--- config.mk ---
export PLATFORM = sky130hd
export DESIGN_NAME = viterbi_dec_k3
export DESIGN_NICKNAME = d
export VERILOG_FILES = /design/src/rtl/viterbi_dec_k3.sv
export SDC_FILE = /design/constraint.sdc
export NUM_CORES = 1
export LEC_CHECK = 0
export BUFFER_PORTS_ARGS = -buffer_cell sky130_fd_sc_hd__buf_2
export CAP_MARGIN = 30
export CORE_UTILIZATION = 64
export DETAILED_ROUTE_END_ITERATION = 7
export HOLD_SLACK_MARGIN = 0.08
export PLACE_DENSITY = 0.85
export SLEW_MARGIN = 20
export SYNTH_ARGS = -nofsm -noshare
export SYNTH_HDL_FRONTEND = slang
export SYNTH_SLANG_ARGS = --single-unit
--- constraint.sdc ---
create_clock -name clk -period 10.4 [get_ports clk]
set_input_delay 2.6 -clock clk [delete_from_list [all_inputs] [get_ports clk]]
set_output_delay 2.6 -clock clk [all_outputs]
set_load 0.005 [all_outputs]
--- src/rtl/viterbi_dec_k3.sv ---
// viterbi_dec_k3: hard-decision Viterbi decoder for the rate-1/2, K=3 (7,5 octal) code.
// Four-state add-compare-select with MSB-clear normalisation and register-exchange
// survivors; one decision per accepted pair after TB_DEPTH-1 accepts of fill.
// Optional build macro: VITERBI_KNOWN_START_EN (reset metrics favour state 0).
module viterbi_dec_k3 #(
  parameter int TB_DEPTH = 15,
  parameter int PM_W     = 5
) (
  input  logic            clk,
  input  logic            rst,
  input  logic            in_valid,
  input  logic            sym1,
  input  logic            sym2,
  output logic            out_valid,
  output logic            decoded_bit,
  output logic [PM_W-1:0] min_metric
);

  localparam int CNT_W = $clog2(TB_DEPTH);
  localparam logic [CNT_W-1:0] FILL_MAX = CNT_W'(TB_DEPTH - 1);

`ifdef VITERBI_KNOWN_START_EN
  localparam logic [PM_W-1:0] PM_INIT_OTHER = PM_W'(4);
`else
  localparam logic [PM_W-1:0] PM_INIT_OTHER = '0;
`endif

  logic [PM_W-1:0]     pm       [4];
  logic [PM_W-1:0]     cand0    [4];
  logic [PM_W-1:0]     cand1    [4];
  logic [PM_W-1:0]     pm_acs   [4];
  logic [PM_W-1:0]     pm_new   [4];
  logic [TB_DEPTH-1:0] path     [4];
  logic [TB_DEPTH-1:0] path_new [4];
  logic [3:0]          sel;
  logic                all_msb;
  logic [1:0]          best;
  logic [CNT_W-1:0]    fill;

  // Hamming distance between the received pair and the symbols expected from
  // predecessor state ps = {a,b} under input u.
  function automatic logic [1:0] branch_metric(input logic s1, input logic s2,
                                               input logic [1:0] ps, input logic u);
    logic e1, e2;
    e1 = u ^ ps[1] ^ ps[0];
    e2 = u ^ ps[0];
    return 2'(s1 ^ e1) + 2'(s2 ^ e2);
  endfunction

  // ACS per next state {u,a}, normalisation and best-state search.
  always_comb begin
    all_msb = 1'b1;
    best    = '0;
    sel     = '0;
    for (int unsigned i = 0; i < 4; i++) begin
      cand0[i]    = pm[{i[0], 1'b0}] + PM_W'(branch_metric(sym1, sym2, {i[0], 1'b0}, i[1]));
      cand1[i]    = pm[{i[0], 1'b1}] + PM_W'(branch_metric(sym1, sym2, {i[0], 1'b1}, i[1]));
      sel[i]      = (cand1[i] < cand0[i]);
      pm_acs[i]   = sel[i] ? cand1[i] : cand0[i];
      path_new[i] = {path[{i[0], sel[i]}][TB_DEPTH-2:0], i[1]};
      all_msb     = all_msb & pm_acs[i][PM_W-1];
    end
    for (int unsigned i = 0; i < 4; i++) begin
      pm_new[i] = pm_acs[i];
      if (all_msb) pm_new[i][PM_W-1] = 1'b0;
    end
    for (int unsigned i = 1; i < 4; i++) begin
      if (pm_new[i] < pm_new[best]) best = 2'(i);
    end
  end

  // State and registered outputs advance only on accepted pairs.
  always_ff @(posedge clk or negedge rst) begin
    if (!rst) begin
      pm[0]       <= '0;
      for (int unsigned i = 1; i < 4; i++) pm[i] <= PM_INIT_OTHER;
      for (int unsigned i = 0; i < 4; i++) path[i] <= '0;
      fill        <= '0;
      out_valid   <= 1'b0;
      decoded_bit <= 1'b0;
      min_metric  <= '0;
    end else if (in_valid) begin
      for (int unsigned i = 0; i < 4; i++) begin
        pm[i]   <= pm_new[i];
        path[i] <= path_new[i];
      end
      if (fill != FILL_MAX) fill <= fill + 1'b1;
      out_valid   <= (fill == FILL_MAX);
      decoded_bit <= path_new[best][TB_DEPTH-1];
      min_metric  <= pm_new[best];
    end else begin
      out_valid <= 1'b0;
    end
  end

endmodule

==> results of run 1 <==
==> worst register-to-register path, delay by kind of cell, from the launching register on <==
family	cells	cell delay [ps]
buffers and inverters	2	160
adders and majority gates	5	1330
and+or+nand+nor	7	1410
AOI/OAI and AO/OA	19	3550
DFF	1	510
muxes	2	540
xor gates and xnor gates	2	550
==> sequential cells by signal, indices dropped and copies added, names as in the netlist <==
register and flops:
decoded_bit 1, fill 4, min_metric 5, out_valid 1
pm 20, path 51
==> cells by family after synthesis <==
group | share of synthesized area (%)
multiplexers | 12.2
AND/OR/NAND/NOR | 12.7
buffers and inverters | 5.09
XOR/XNOR | 4.83
AO/OA/AOI/OAI | 19.4
adder cells (fa/ha/maj) | 10.3
flip-flops | 35.4
==> area by class of cell <==
class	count	area (sq um)
Clock inverter	5	55.1
Multi-Input combinational cell	482	3660
Inverter	33	124
Fill cell	568	2100
Clock buffer	10	138
Timing Repair Buffer	69	499
Sequential cell	82	2050
Tap cell	108	135
==> Yosys cell counts, types with 10 or more instances <==
cell type  instances  area (sq um)
a21o_1            10          75.1
a21oi_1           77           385
clkbuf_1          16          60.1
dfrtp_1           82          2050
ha_1              47           588
inv_1             31           116
mux2_2            10           113
mux2i_1           57           571
nand2_1           45           169
nor2_1            92           345
o21ai_0           12          60.1
xnor2_1           17           149
xor2_1            15           131
==> final timing paths <==
| path | startpoint | end | slack (ps) | cells after the start |
|---|---|---|---|---|
| max in group asynchronous | rst | path[8]$_DFFE_PN0P_ | 7620 | 1 |
| min in group asynchronous | rst | fill[0]$_DFFE_PN0P_ | 2290 | 1 |
| max | sym2 | min_metric[3]$_DFFE_PN0P_ | -180 | 41 |
| min | path[0]$_DFFE_PN0P_ | path[0]$_DFFE_PN0P_ | 500 | 1 |
| max reg2reg | pm[1]$_DFFE_PN0P_ | min_metric[3]$_DFFE_PN0P_ | 2150 | 37 |
| min reg2reg | path[0]$_DFFE_PN0P_ | path[0]$_DFFE_PN0P_ | 500 | 1 |
==> metrics by stage <==
step	std cells	setup TNS (ps)	worst slack [ps]	cell area (sq um)
floorplan	629	0	10.5	5800
global placement	759	0	93.6	6150
detailed placement	759	-721	-214	6150
CTS	774	0	91.8	6340
global route	789	-2660	-536	6660
finish	789	-599	-178	6660
==> layer usage <==
| layer | share of wire [%] | vias up | wire length (um) |
|---|---|---|---|
| li1 | - | 2315 | - |
| met5 | 0 | - | 0 |
| met2 | 49 | 243 | 7270 |
| met1 | 40 | 2447 | 5910 |
| met3 | 7.0 | 66 | 1040 |
| met4 | 3.9 | 0 | 579 |
==> what timing repair did <==
action	CTS	global route
setup buffers	0	15
endpoints found under the setup margin	0	6
hold endpoints to repair	0	0
resized for setup	0	37
hold buffers	0	0
==> flow_summary.toml, run 1 <==
[status]
status = "finished with violations"
failed_checks = "setup timing"

[detailed_routing]
drtIter0Drc = 311
vias_per_cell = 6.43
wl_um = 14800
dr.pass1.iters = 5
routedWlPerCell_um = 18.8
route.detailed.drc = 0
dr_total_vias = 5071
antenna_left = 0

[floorplan]
start_util_pct = 66.2
ios = 12
die_area_sq_um = 9450
core_area_sq_um = 8760
fp.dieW_um = 97.2
rows = 34
die_h_um = 97.2

[yosys]
seq_area_frac_synth_pct = 35.4
synth-main-ff-cell = "dfrtp_1"
synth_seq_cells = 82
synth_nets = 681
async_flop_share_pct = 100
synth-edff-count = 0
synth.distinct_cells = 66
synthCells = 629
syn_area_sq_um = 5800
yosys_warnings = 0
synth_area_per_cell_sq_um = 9.22

[global_route]
met2_usage_pct = 49.0
grt_use_total_pct = 29.7
grt_max_degree = 92
grt.overflow.total = 0
grt_pass1_wl_um = 22500
top_usage_layer = "met2"
gr-usage-met1_pct = 38.6
grt_use_met3_pct = 4.82
antenna_found_initial = 0
grt_pass1_vias = 4827

[critical_path]
critical-path-top-delay-family = "compound AO/OA/AOI/OAI gates"
start_kind = "input pin"
worst-path-buf-inv = 5
arrival_ps = 10770
cp.required_ps = 10590
path_max_fanout = 7
cpMostUsedCell = "a21o_1"
crit_type = "input pin to flip-flop"
crit_slowest_cell = "nor4bb_2"
end_kind = "flip-flop"
slowest_delay_ps = 370

[layout]
antenna_cells = 0
final_nets = 729
layout_common_cells = "92 x nor2_1, 82 x dfrtp_1, 68 x a21oi_1"
syn_to_final_growth_pct = 14.9
drive_above_1_share_pct = 21.9
final_core_util_pct = 76.0
mostFrequentLayoutCell = "nor2_1"

[clocking]
tritoncts = "built"
clk_pin_slew_worst_paths_ps = 80
cts_htree_levels = 3
cts_root_buf = "clkbuf_8"
clk_latency_ps = 350
clk_path_buf_depth = 2
cts_buffers = 9
cts_sinks = 82

[sta]
max_freq_mhz = 94.5
fin_crit_sh_pct = 102
setup_viol = 6
drv_slew = 0
fin_skew_ps = 10.5
maxSlewHeadroom_pct = 44.2
period_minus_slack_ps = 10580
hold_ws_ps = 498
hold_viol_final = 0
setup_slack_ps = -178
worst_pin_slew_ps = 837

[worst_hold_path]
hold_path.class = "flip-flop to flip-flop"

[place]
numPortBuffers = 11
dp_hpwl_um = 9990
gp_congestion = 0.941

[run]
cap_viol_max_count = 0
Power of run 1 is not shown: default switching activity piles up to over one toggle a cycle in this logic, so the estimate is an artifact.
==> run 2, diff against run 1 <==
==> constraint.sdc (replaced) <==
create_clock -name clk -period 10.4 [get_ports clk]
set_input_delay 1.56 -clock clk [delete_from_list [all_inputs] [get_ports clk]]
set_output_delay 1.56 -clock clk [all_outputs]
set_load 0.05 [all_outputs]
==> run 2 against run 1 <==
Effect of this change: the flow now finishes without violations; non-clock buffer count decreased by 48; cell count decreased by 6.0%; utilization decreased by 5.5 points; worst hold slack got worse by 7.2 ps; sequential share of layout area increased by 2.4 points; maximum frequency increased by 6.2%; via count decreased by 7.3%; register-to-register slack got worse by 380 ps; wire length decreased by 11%; clock skew increased by 0.98 ps; design area decreased by 7.2%.
==> flow_summary.toml, run 2 (synthesis gave the netlist of run 1 again) <==
[sta]
worst_pin_slew_ps = 923
fin_skew_ps = 11.5
setup_viol = 0
max_freq_mhz = 100
maxSlewHeadroom_pct = 38.5
period_minus_slack_ps = 9960
fin_crit_sh_pct = 95.7
drv_slew = 0
hold_viol_final = 0

[floorplan]
die_h_um = 97.2
ios = 12
rows = 34
fp.dieW_um = 97.2
die_area_sq_um = 9450
start_util_pct = 66.2
core_area_sq_um = 8760

[critical_path]
arrival_ps = 10180
end_kind = "flip-flop"
start_kind = "input pin"
slowest_delay_ps = 550
regToRegStartpoint = "pm[11]$_DFFE_PN0P_"
cp-startpoint = "sym1"
cp.required_ps = 10620
path_max_fanout = 9
crit_type = "input pin to flip-flop"
cpMostUsedCell = "ha_1"
r2r_cells = 36
crit_slowest_cell = "or4_1"

[place]
dp_hpwl_um = 9480
gp_congestion = 0.967
placed_area_sq_um = 5920
numPortBuffers = 11

[layout]
final_nets = 681
syn_to_final_growth_pct = 6.67
regMostFlops = "path"
layout_common_cells = "92 x nor2_1, 82 x dfrtp_1, 75 x a21oi_1"
largest_reg_flops = 51
drive_above_1_share_pct = 12.6
antenna_cells = 0
top_regs = "path x51, pm x20, min_metric x5"
fill_cells = 661
fin_area_sq_um = 6190
mostFrequentLayoutCell = "nor2_1"

[clocking]
clk_path_buf_depth = 2
cts_root_buf = "clkbuf_8"
tritoncts = "built"
cts_buffers = 9
cts_sinks = 82
clk_pin_slew_worst_paths_ps = 90
hold_buffers = 0
clk_latency_ps = 350
cts_htree_levels = 3

[global_route]
grt.overflow.total = 0
grt_max_degree = 103
grt_use_total_pct = 28.7
grt_pass1_vias = 4520
grt_pass1_wl_um = 21800
antenna_found_initial = 0

[detailed_routing]
route.detailed.drc = 0
drtIter0Drc = 293
antenna_left = 0
routedWlPerCell_um = 17.7
vias_per_cell = 6.34
wl_um = 13100
dr_total_vias = 4701
dr.pass1.iters = 5

[status]
status = "complete, no violations"

[run]
cap_viol_max_count = 0

[worst_hold_path]
min_from = "path[0]$_DFFE_PN0P_"
hold_path.class = "flip-flop to flip-flop"
min_path_cells = 1
==> run 2: cell types whose count changed in the layout (fill, tap and decap cells not counted), sizes merged <==
cell	before	now
clkinvlp	2	1
inv	32	35
clkinv	3	2
buf	69	21
==> run 2: metal layers <==
| metal | track usage [%] | vias up | share of wire [%] |
|---|---|---|---|
| li1 | - | 2217 | - |
| met1 | 40.3 | 2323 | 47 |
| met2 | 44.9 | 119 | 47 |
| met3 | 4.39 | 42 | 3.8 |
| met4 | 11.4 | 0 | 3.0 |
| met5 | 0 | - | 0 |
==> run 2: final cells by class <==
| class | count | area, sq um | area share [%] |
|---|---|---|---|
| inverters | 33 | 124 | 2.00 |
| clock inverters | 6 | 72.6 | 1.17 |
| well taps | 108 | 135 | 2.18 |
| multi-input cells | 482 | 3510 | 56.7 |
| clock buffers | 10 | 138 | 2.22 |
| flip-flops and latches | 82 | 2050 | 33.2 |
| repair buffers | 21 | 155 | 2.51 |
==> run 2: path summary, 6_finish.rpt <==
| kind | slack (ps) | endpoint |
|---|---|---|
| max reg2reg | 1770 | min_metric[4]$_DFFE_PN0P_ |
| max | 440 | min_metric[4]$_DFFE_PN0P_ |
| min in group asynchronous | 1110 | fill[2]$_DFFE_PN0P_ |
| min | 490 | path[0]$_DFFE_PN0P_ |
| min reg2reg | 490 | path[0]$_DFFE_PN0P_ |
| max in group asynchronous | 8690 | path[2]$_DFFE_PN0P_ |
==> run 2: metrics by stage <==
step	hold WS, ps	TNS (ps)	cells	util, %	worst slack, ps
2_1_floorplan	439	0	629	-	1050
3_3_place_gp	454	0	725	67.3	405
3_5_place_dp	454	-44.9	726	67.6	-44.9
4_1_cts	486	0	742	70.0	275
5_1_grt	492	-29.6	742	70.6	-15.8
6_report	491	0	742	70.6	444
==> run 2: repair_timing <==
item                       in CTS  in global routing
gates resized for setup         0                 10
buffers inserted                0                  0
setup endpoints to repair       0                  6
==> run 2: critical path, delay by kind of cell <==
kind            cells  cell delay (ps)
mux                 2              550
xor+xnor            1              150
buf+inv             6              720
compound gates     18             3730
simple gates        5             1390
fa+ha+maj           7             2060
Power of run 2 is left out for the same reason.
==> run 3, diff against run 2 <==
==> constraint.sdc (replaced) <==
create_clock -name clk -period 10.4 [get_ports clk]
set_input_delay 0 -clock clk [delete_from_list [all_inputs] [get_ports clk]]
set_output_delay 0 -clock clk [all_outputs]
set_load 0.05 [all_outputs]
==> run 3 against run 2 <==
Effect of this change: clock skew is essentially flat; utilization shrank 0.93 points; first-iteration DRC count shrank 13%; cell count shrank 0.54%; maximum frequency grew 6.6%; worst hold slack lost 390 ps; critical path depth shrank 2; sequential share of layout area grew 0.44 points; largest cell class unchanged.
==> flow_summary.toml, run 3 (synthesis gave the netlist of run 1 again) <==
[global_route]
grt_max_degree = 98
antenna_found_initial = 0
grt_pass1_vias = 4523
grt_pass1_wl_um = 21700
grt_use_total_pct = 28.7
grt.overflow.total = 0

[critical_path]
end_kind = "flip-flop"
ff2ff_setup_slack_ps = 1060
cp.required_ps = 10630
path_max_fanout = 12
slowest_delay_ps = 540
arrival_ps = 9570
crit_slowest_cell = "dfrtp_1"
crit_type = "flip-flop to flip-flop"
r2r_end = "min_metric[4]$_DFFE_PN0P_"
regToRegStartpoint = "pm[11]$_DFFE_PN0P_"
start_kind = "flip-flop"
r2r_cells = 37

[detailed_routing]
dr_total_vias = 4508
routedWlPerCell_um = 17.6
dr.pass1.iters = 5
antenna_left = 0
vias_per_cell = 6.11
route.detailed.drc = 0
drtIter0Drc = 254
wl_um = 13000

[clocking]
cts_htree_levels = 3
cts_root_buf = "clkbuf_8"
cts_sinks = 82
clk_pin_slew_worst_paths_ps = 90
post_cts_resize_count = 0
postCtsSetupRepairBufs = 0
tritoncts = "built"
hold_buffers = 1
cts_buffers = 9
clk_path_buf_depth = 2
clk_latency_ps = 360

[floorplan]
die_area_sq_um = 9450
start_util_pct = 66.2
fp.dieW_um = 97.2
core_area_sq_um = 8760
die_h_um = 97.2
ios = 12
rows = 34

[layout]
top_regs = "path x51, pm x20, min_metric x5"
antenna_cells = 0
mostFrequentLayoutCell = "nor2_1"
drive_above_1_share_pct = 10.6
syn_to_final_growth_pct = 5.26
largest_reg_flops = 51
final_nets = 677
regMostFlops = "path"
fill_cells = 667
layout_common_cells = "92 x nor2_1, 82 x dfrtp_1, 77 x a21oi_1"

[place]
numPortBuffers = 11
dp_hpwl_um = 9520
gp_congestion = 0.948

[sta]
period_minus_slack_ps = 9340
fin_crit_sh_pct = 89.8
setup-tns-final_ps = 0
max_freq_mhz = 107
hold_viol_final = 0
drv_slew = 0
setup_viol = 0
fin_skew_ps = 11.3
worst_pin_slew_ps = 882
rsz0062_at_grt = "no"
maxSlewHeadroom_pct = 41.2

[worst_hold_path]
hold_path.class = "input pin to async pin"

[run]
cap_viol_max_count = 0

[status]
status = "complete, no violations"
==> run 3: changes by cell type in the layout (fill, tap and decap cells not counted), sizes merged <==
cell	before	now
dlygate4sd3	0	1
buf	21	16
==> run 3: critical path: cells and delay by family (launching register included) <==
kind | cells | cell delay [ps]
adders and majority gates | 5 | 1310
AOI/OAI and AO/OA | 16 | 3930
xor gates and xnor gates | 2 | 420
DFF | 1 | 540
and+or+nand+nor | 9 | 1830
buffers and inverters | 2 | 150
muxes | 3 | 1030
==> run 3: worst max-delay path by stage <==
stage,to,startpoint,cells after the start
floorplan,min_metric[4]$_DFFE_PN0P_,pm[11]$_DFFE_PN0P_,41
global placement,min_metric[4]$_DFFE_PN0P_,sym1,40
detailed placement,min_metric[4]$_DFFE_PN0P_,sym1,40
CTS,min_metric[4]$_DFFE_PN0P_,pm[11]$_DFFE_PN0P_,37
global route,min_metric[4]$_DFFE_PN0P_,pm[11]$_DFFE_PN0P_,37
finish,min_metric[4]$_DFFE_PN0P_,pm[11]$_DFFE_PN0P_,37
==> run 3: layer usage <==
layer  global-route usage [%]  wire [um]  vias up
met2                     46.9       6150      103
met5                        0          0        -
met3                     4.24        540       24
met4                     11.3        257        0
met1                     38.5       6070     2172
li1                         -          -     2209
==> run 3: cell type report <==
class | count | area (sq um) | share of cell area (%)
clock buffers | 10 | 138 | 2.25
inverters | 33 | 124 | 2.03
clock inverters | 6 | 72.6 | 1.19
multi-input cells | 482 | 3460 | 56.6
well taps | 108 | 135 | 2.21
flip-flops and latches | 82 | 2050 | 33.6
repair buffers | 17 | 128 | 2.09
==> run 3: stage by stage <==
step | util (%) | setup WS (ps) | hold slack (ps) | instance area (sq um) | instances
2_1_floorplan | - | 2600 | -296 | 5800 | 629
3_3_place_gp | 66.8 | 1500 | 230 | 5860 | 720
3_5_place_dp | 67.1 | 1100 | -55.5 | 5880 | 721
4_1_cts | 69.7 | 1210 | 92.3 | 6100 | 738
5_1_grt | 69.7 | 414 | 121 | 6100 | 738
6_report | 69.7 | 1060 | 102 | 6100 | 738
Power of run 3 is left out for the same reason.
